==> src/rtl/serialize_stream.sv <==
// Ciphertext word serializer: valid/ready load, per-frame bit order, stall/abort,
// per-bit valid strobe, last-bit done pulse and a wrapping completed-frame counter.
module serialize_stream #(
  parameter int unsigned MSG_SIZE = 8,
  parameter int unsigned FCNT_W   = 8
) (
  input  logic                iClk,
  input  logic                iRst,
  input  logic                iEn,
  input  logic                iAbort,
  input  logic                iValid,
  output logic                oReady,
  input  logic                iMsb_first,
  input  logic [MSG_SIZE-1:0] iCiphertext,
  output logic                oData,
  output logic                oBit_valid,
  output logic                oDone_flag,
  output logic                oBusy,
  output logic [FCNT_W-1:0]   oFrame_cnt
);

  localparam int unsigned CNT_W = (MSG_SIZE > 2) ? $clog2(MSG_SIZE) : 1;
  localparam logic [CNT_W-1:0] LAST_IDX = CNT_W'(MSG_SIZE - 1);

  typedef enum logic {
    IDLE  = 1'b0,
    SHIFT = 1'b1
  } state_t;

  state_t              state, stateNext;
  logic [MSG_SIZE-1:0] shreg, shregNext;
  logic [CNT_W-1:0]    cnt, cntNext;
  logic                msbFirst, msbFirstNext;
  logic                dataNext, bitValidNext, doneNext;
  logic [FCNT_W-1:0]   frameCntNext;

  logic load, shiftEn, lastBit;

  assign load    = (state == IDLE) && iEn && iValid && !iAbort;
  assign shiftEn = (state == SHIFT) && iEn && !iAbort;
  assign lastBit = shiftEn && (cnt == LAST_IDX);

  assign oReady = (state == IDLE);
  assign oBusy  = (state == SHIFT);

  // State and datapath registers
  always_ff @(posedge iClk or negedge iRst) begin
    if (!iRst) begin
      state      <= IDLE;
      shreg      <= '0;
      cnt        <= '0;
      msbFirst   <= 1'b0;
      oData      <= 1'b0;
      oBit_valid <= 1'b0;
      oDone_flag <= 1'b0;
      oFrame_cnt <= '0;
    end else begin
      state      <= stateNext;
      shreg      <= shregNext;
      cnt        <= cntNext;
      msbFirst   <= msbFirstNext;
      oData      <= dataNext;
      oBit_valid <= bitValidNext;
      oDone_flag <= doneNext;
      oFrame_cnt <= frameCntNext;
    end
  end

  // Next-state logic; abort always wins
  always_comb begin
    stateNext = state;
    if (iAbort) begin
      stateNext = IDLE;
    end else begin
      case (state)
        IDLE:    if (load)    stateNext = SHIFT;
        SHIFT:   if (lastBit) stateNext = IDLE;
        default: stateNext = IDLE;
      endcase
    end
  end

  // Datapath/output next values; strobes default low so stalls never repeat a bit
  always_comb begin
    shregNext    = shreg;
    cntNext      = cnt;
    msbFirstNext = msbFirst;
    dataNext     = oData;
    bitValidNext = 1'b0;
    doneNext     = 1'b0;
    frameCntNext = oFrame_cnt;
    if (iAbort) begin
      cntNext  = '0;
      dataNext = 1'b0;
    end else if (load) begin
      shregNext    = iCiphertext;
      msbFirstNext = iMsb_first;
      cntNext      = '0;
    end else if (shiftEn) begin
      bitValidNext = 1'b1;
      if (msbFirst) begin
        dataNext  = shreg[MSG_SIZE-1];
        shregNext = {shreg[MSG_SIZE-2:0], 1'b0};
      end else begin
        dataNext  = shreg[0];
        shregNext = {1'b0, shreg[MSG_SIZE-1:1]};
      end
      if (lastBit) begin
        doneNext     = 1'b1;
        frameCntNext = oFrame_cnt + FCNT_W'(1);
        cntNext      = '0;
      end else begin
        cntNext = cnt + CNT_W'(1);
      end
    end
  end

endmodule

==> config.mk <==
export PLATFORM = sky130hd
export DESIGN_NAME = serialize_stream
export DESIGN_NICKNAME = d
export VERILOG_FILES = /design/src/rtl/serialize_stream.sv
export SDC_FILE = /design/constraint.sdc
export NUM_CORES = 1
export LEC_CHECK = 0
export BUFFER_PORTS_ARGS = -buffer_cell sky130_fd_sc_hd__buf_2
export CAP_MARGIN = 20
export CORE_MARGIN = 2
export CORE_UTILIZATION = 40
export DETAILED_ROUTE_END_ITERATION = 12
export SYNTH_ARGS = -nofsm -noshare
export SYNTH_HDL_FRONTEND = slang
export SYNTH_SLANG_ARGS = --single-unit
export TNS_END_PERCENT = 1
==> constraint.sdc <==
create_clock -name iClk -period 2.3 [get_ports iClk]
set_clock_uncertainty 0.05 [all_clocks]
set_input_delay 0.46 -clock iClk [delete_from_list [all_inputs] [get_ports iClk]]
set_output_delay 0.46 -clock iClk [all_outputs]
set_load 0.03 [all_outputs]
==> key figures <==
Outcome
  • Status: finished, final reports clean

Place
  • Final HPWL DP: 1.71 mm
  • Pre-CTS WS: 0.704 ns
  • Gpl congestion: 0.746
  • Placed Cells: 182
  • I/O Buffers: 26

Yosys
  • Yosys reg bits: 24
  • Dominant cell type by area after synthesis: dfrtp_1
  • Top cells by area, synth: dfrtp_1 (47%), o22ai_1 (7.3%), mux2_2 (5.2%)
  • Post-synth ARST share: 100%
  • Seq/Total Area, Yosys: 46.6%
  • Mapped Area: 1290 sq um
  • Syn Nets: 136
  • Synth cell types: 31
  • EDFF count, synth: 0
  • Top_reg_cell synth: dfrtp_1
  • Cell count after synthesis: 119
  • Syn. warnings: 0
  • Synth top area share: 46.6%
  • Avg Synthesized Cell Area: 10.8 sq um

Critical path
  • CP delay by family, top: buffers and inverters
  • CP Launch Type: register
  • Critical path arrival: 1.41 ns
  • Worst Path Class, Setup: reg -> out
  • Capture point of the worst reg-to-reg path: oFrame_cnt[1]$_DFFE_PN0P_
  • CP Buf/Inv Count: 2
  • R2R depth: 4
  • Worst R2R Start: cnt[0]$_DFFE_PN0P_
  • CP max stage delay: 0.51 ns
  • Crit-path cells: clkinv_1, buf_2
  • Flop2flop setup slack: 0.70 ns
  • Worst path slowest cell: dfrtp_1
  • Worst path depth: 2
  • Crit path from: oBusy$_DFF_PN0_
  • Crit path max fanout: 9
  • Endpoint class of the critical path: output port
  • Worst Path Required: 1.79 ns
  • Worst Setup EP: oReady

GRT
  • Initial antenna violation count: 0
  • Total congestion overflow: 0
  • GRT Overall Usage: 15.4%
  • First-pass GRT wire length: 4.27 mm
  • Vias in the first global route: 944
  • Largest net degree at the start of global routing: 25

STA
  • Fin. Hold Viols: 0
  • Setup TNS after final layout: 0 ns
  • Tcrit/Tclk final: 83.5%
  • Pins Over Slew Limit: 0
  • Measured slew at the worst slew-check pin: 0.545 ns
  • Slew HR: 63.7%
  • Upper clock frequency limit: 521 MHz
  • RSZ-0062 raised after global routing: false
  • Worst setup margin: 0.380 ns
  • Post-layout min period: 1.92 ns
  • Setup-failing EPs final: 0
  • Worst Hold Slack: 0.0501 ns

Die
  • Ports: 27
  • Effective utilization at floorplan: 42.2%
  • Row Count: 20
  • Full die area: 3690 sq um
  • Height of the die: 60.7 um
  • Die span in x: 60.7 um
  • CORE AREA: 3050 sq um

Power and ir drop
  • Internal: 612 uW
  • Power Total: 863 uW
  • Max IR drop VDD: 0.318 mV
  • Reg power frac: 58.3%
  • Gate power share: 19.8%
  • Switching portion of total power: 29.1%
  • Clock power share: 21.9%
  • P per Cell Area: 599 nW/um^2
  • P_leak: 0.720 nW
  • NetSw: 251 uW

CTS
  • H-tree levels: 1
  • Num Clock Sinks: 24
  • Post-CTS Setup Repair Bufs: 0
  • Later-pin clock latency in the skew report: 0.32 ns
  • CTS buffer count: 3
  • Clock Path Buffers: 2
  • Post-CTS resize count: 0
  • Clk slew on worst S/H paths: 0.13 ns
  • Clock root cell: clkbuf_4
  • CTS tree: built
  • Hold Buf Count CTS: 0

Layout
  • Layout cells sized above 1: 31.9%
  • Number of fill cells in the layout: 296
  • Commonest non-fill, non-tap cell in the layout: buf_2
  • Most frequent cells in the layout: buf_2 (26), dfrtp_1 (24), o22ai_1 (15)
  • Synthesis-to-layout area growth: 12.0%
  • Ant diodes: 0
  • Total Nets Final: 160
  • Non-filler cells, final: 185

Worst hold path
  • Hold Path Class: in -> async

Route
  • Routed wire length per instance: 13.3 um
  • Antenna-violating nets left: 0
  • Routed vias/inst: 5.10
  • Routed WL: 2.46 mm
  • Via count: 943
  • Starting DRT DRC Count: 50
  • First-pass DRT Iterations: 4
  • DRC viols: 0

Job
  • Max_cap viols: 0
## power by group through the flow
stage,clock network [mW],logic [mW],registers [mW]
2_1_floorplan,0,0.142,0.496
3_3_place_gp,0,0.167,0.511
3_5_place_dp,0,0.172,0.511
4_1_cts,0.191,0.172,0.503
5_1_grt,0.211,0.192,0.511
6_report,0.189,0.171,0.503
## how the worst min path moves through the flow
stage                           endpoint  cells after the start
3_5_place_dp   oFrame_cnt[7]$_DFFE_PN0P_                      1
4_1_cts        oFrame_cnt[5]$_DFFE_PN0P_                      1
5_1_grt        oFrame_cnt[7]$_DFFE_PN0P_                      1
6_report       oFrame_cnt[5]$_DFFE_PN0P_                      1
3_3_place_gp   oFrame_cnt[7]$_DFFE_PN0P_                      1
2_1_floorplan         cnt[0]$_DFFE_PN0P_                      0
## through the flow
stage | cell area, sq um | util, %
3_3_place_gp | 1420 | 46.5
2_1_floorplan | 1290 | -
4_1_cts | 1440 | 47.2
5_1_grt | 1440 | 47.2
6_report | 1440 | 47.2
3_5_place_dp | 1420 | 46.5
## Yosys cell counts (2+ instances only)
| library cell | n |
|---|---|
| buf_6 | 3 |
| nand3_1 | 2 |
| o22ai_1 | 15 |
| a22oi_1 | 4 |
| nor2b_1 | 2 |
| xor2_1 | 6 |
| mux2_2 | 6 |
| buf_2 | 3 |
| dfrtp_1 | 24 |
| nand2b_1 | 9 |
| ha_1 | 3 |
| nor3_1 | 2 |
| a211oi_1 | 2 |
| nand2_1 | 6 |
| nor4_2 | 3 |
| nor2_1 | 6 |
| inv_1 | 2 |
| a21oi_1 | 8 |
## state kept, by name (all words and copies together) (netlist names)
register,count
oDone_flag,1
oBusy,1
oBit_valid,1
cnt,3
msbFirst,1
shreg,8
oFrame_cnt,8
oData,1
## layer usage
metal	part of all wire, %	GRT usage (%)	up-vias
li1	-	-	473
met1	48	19.9	444
met2	47	26.0	21
met3	3.6	1.92	5
met4	1.7	6.52	0
met5	0	0	-
## logic make-up after synthesis
| family | after synthesis | share of synthesized area [%] |
|---|---|---|
| flops | 24 | 46.6 |
| mux | 9 | 8.07 |
| xor+xnor | 7 | 4.76 |
| simple gates | 36 | 18.3 |
| compound gates | 30 | 14.3 |
| fa+ha+maj | 3 | 2.92 |
| buf+inv | 10 | 5.05 |
## area by class of cell
cell class	count	area (sq um)	share of cell area, %
well taps	44	55.1	3.82
multi-input cells	85	622	43.1
repair buffers	26	130	9.03
clock buffers	3	22.5	1.56
flip-flops and latches	24	601	41.7
inverters	3	11.3	0.781
Note: power is estimated with default switching activity, not from simulation.
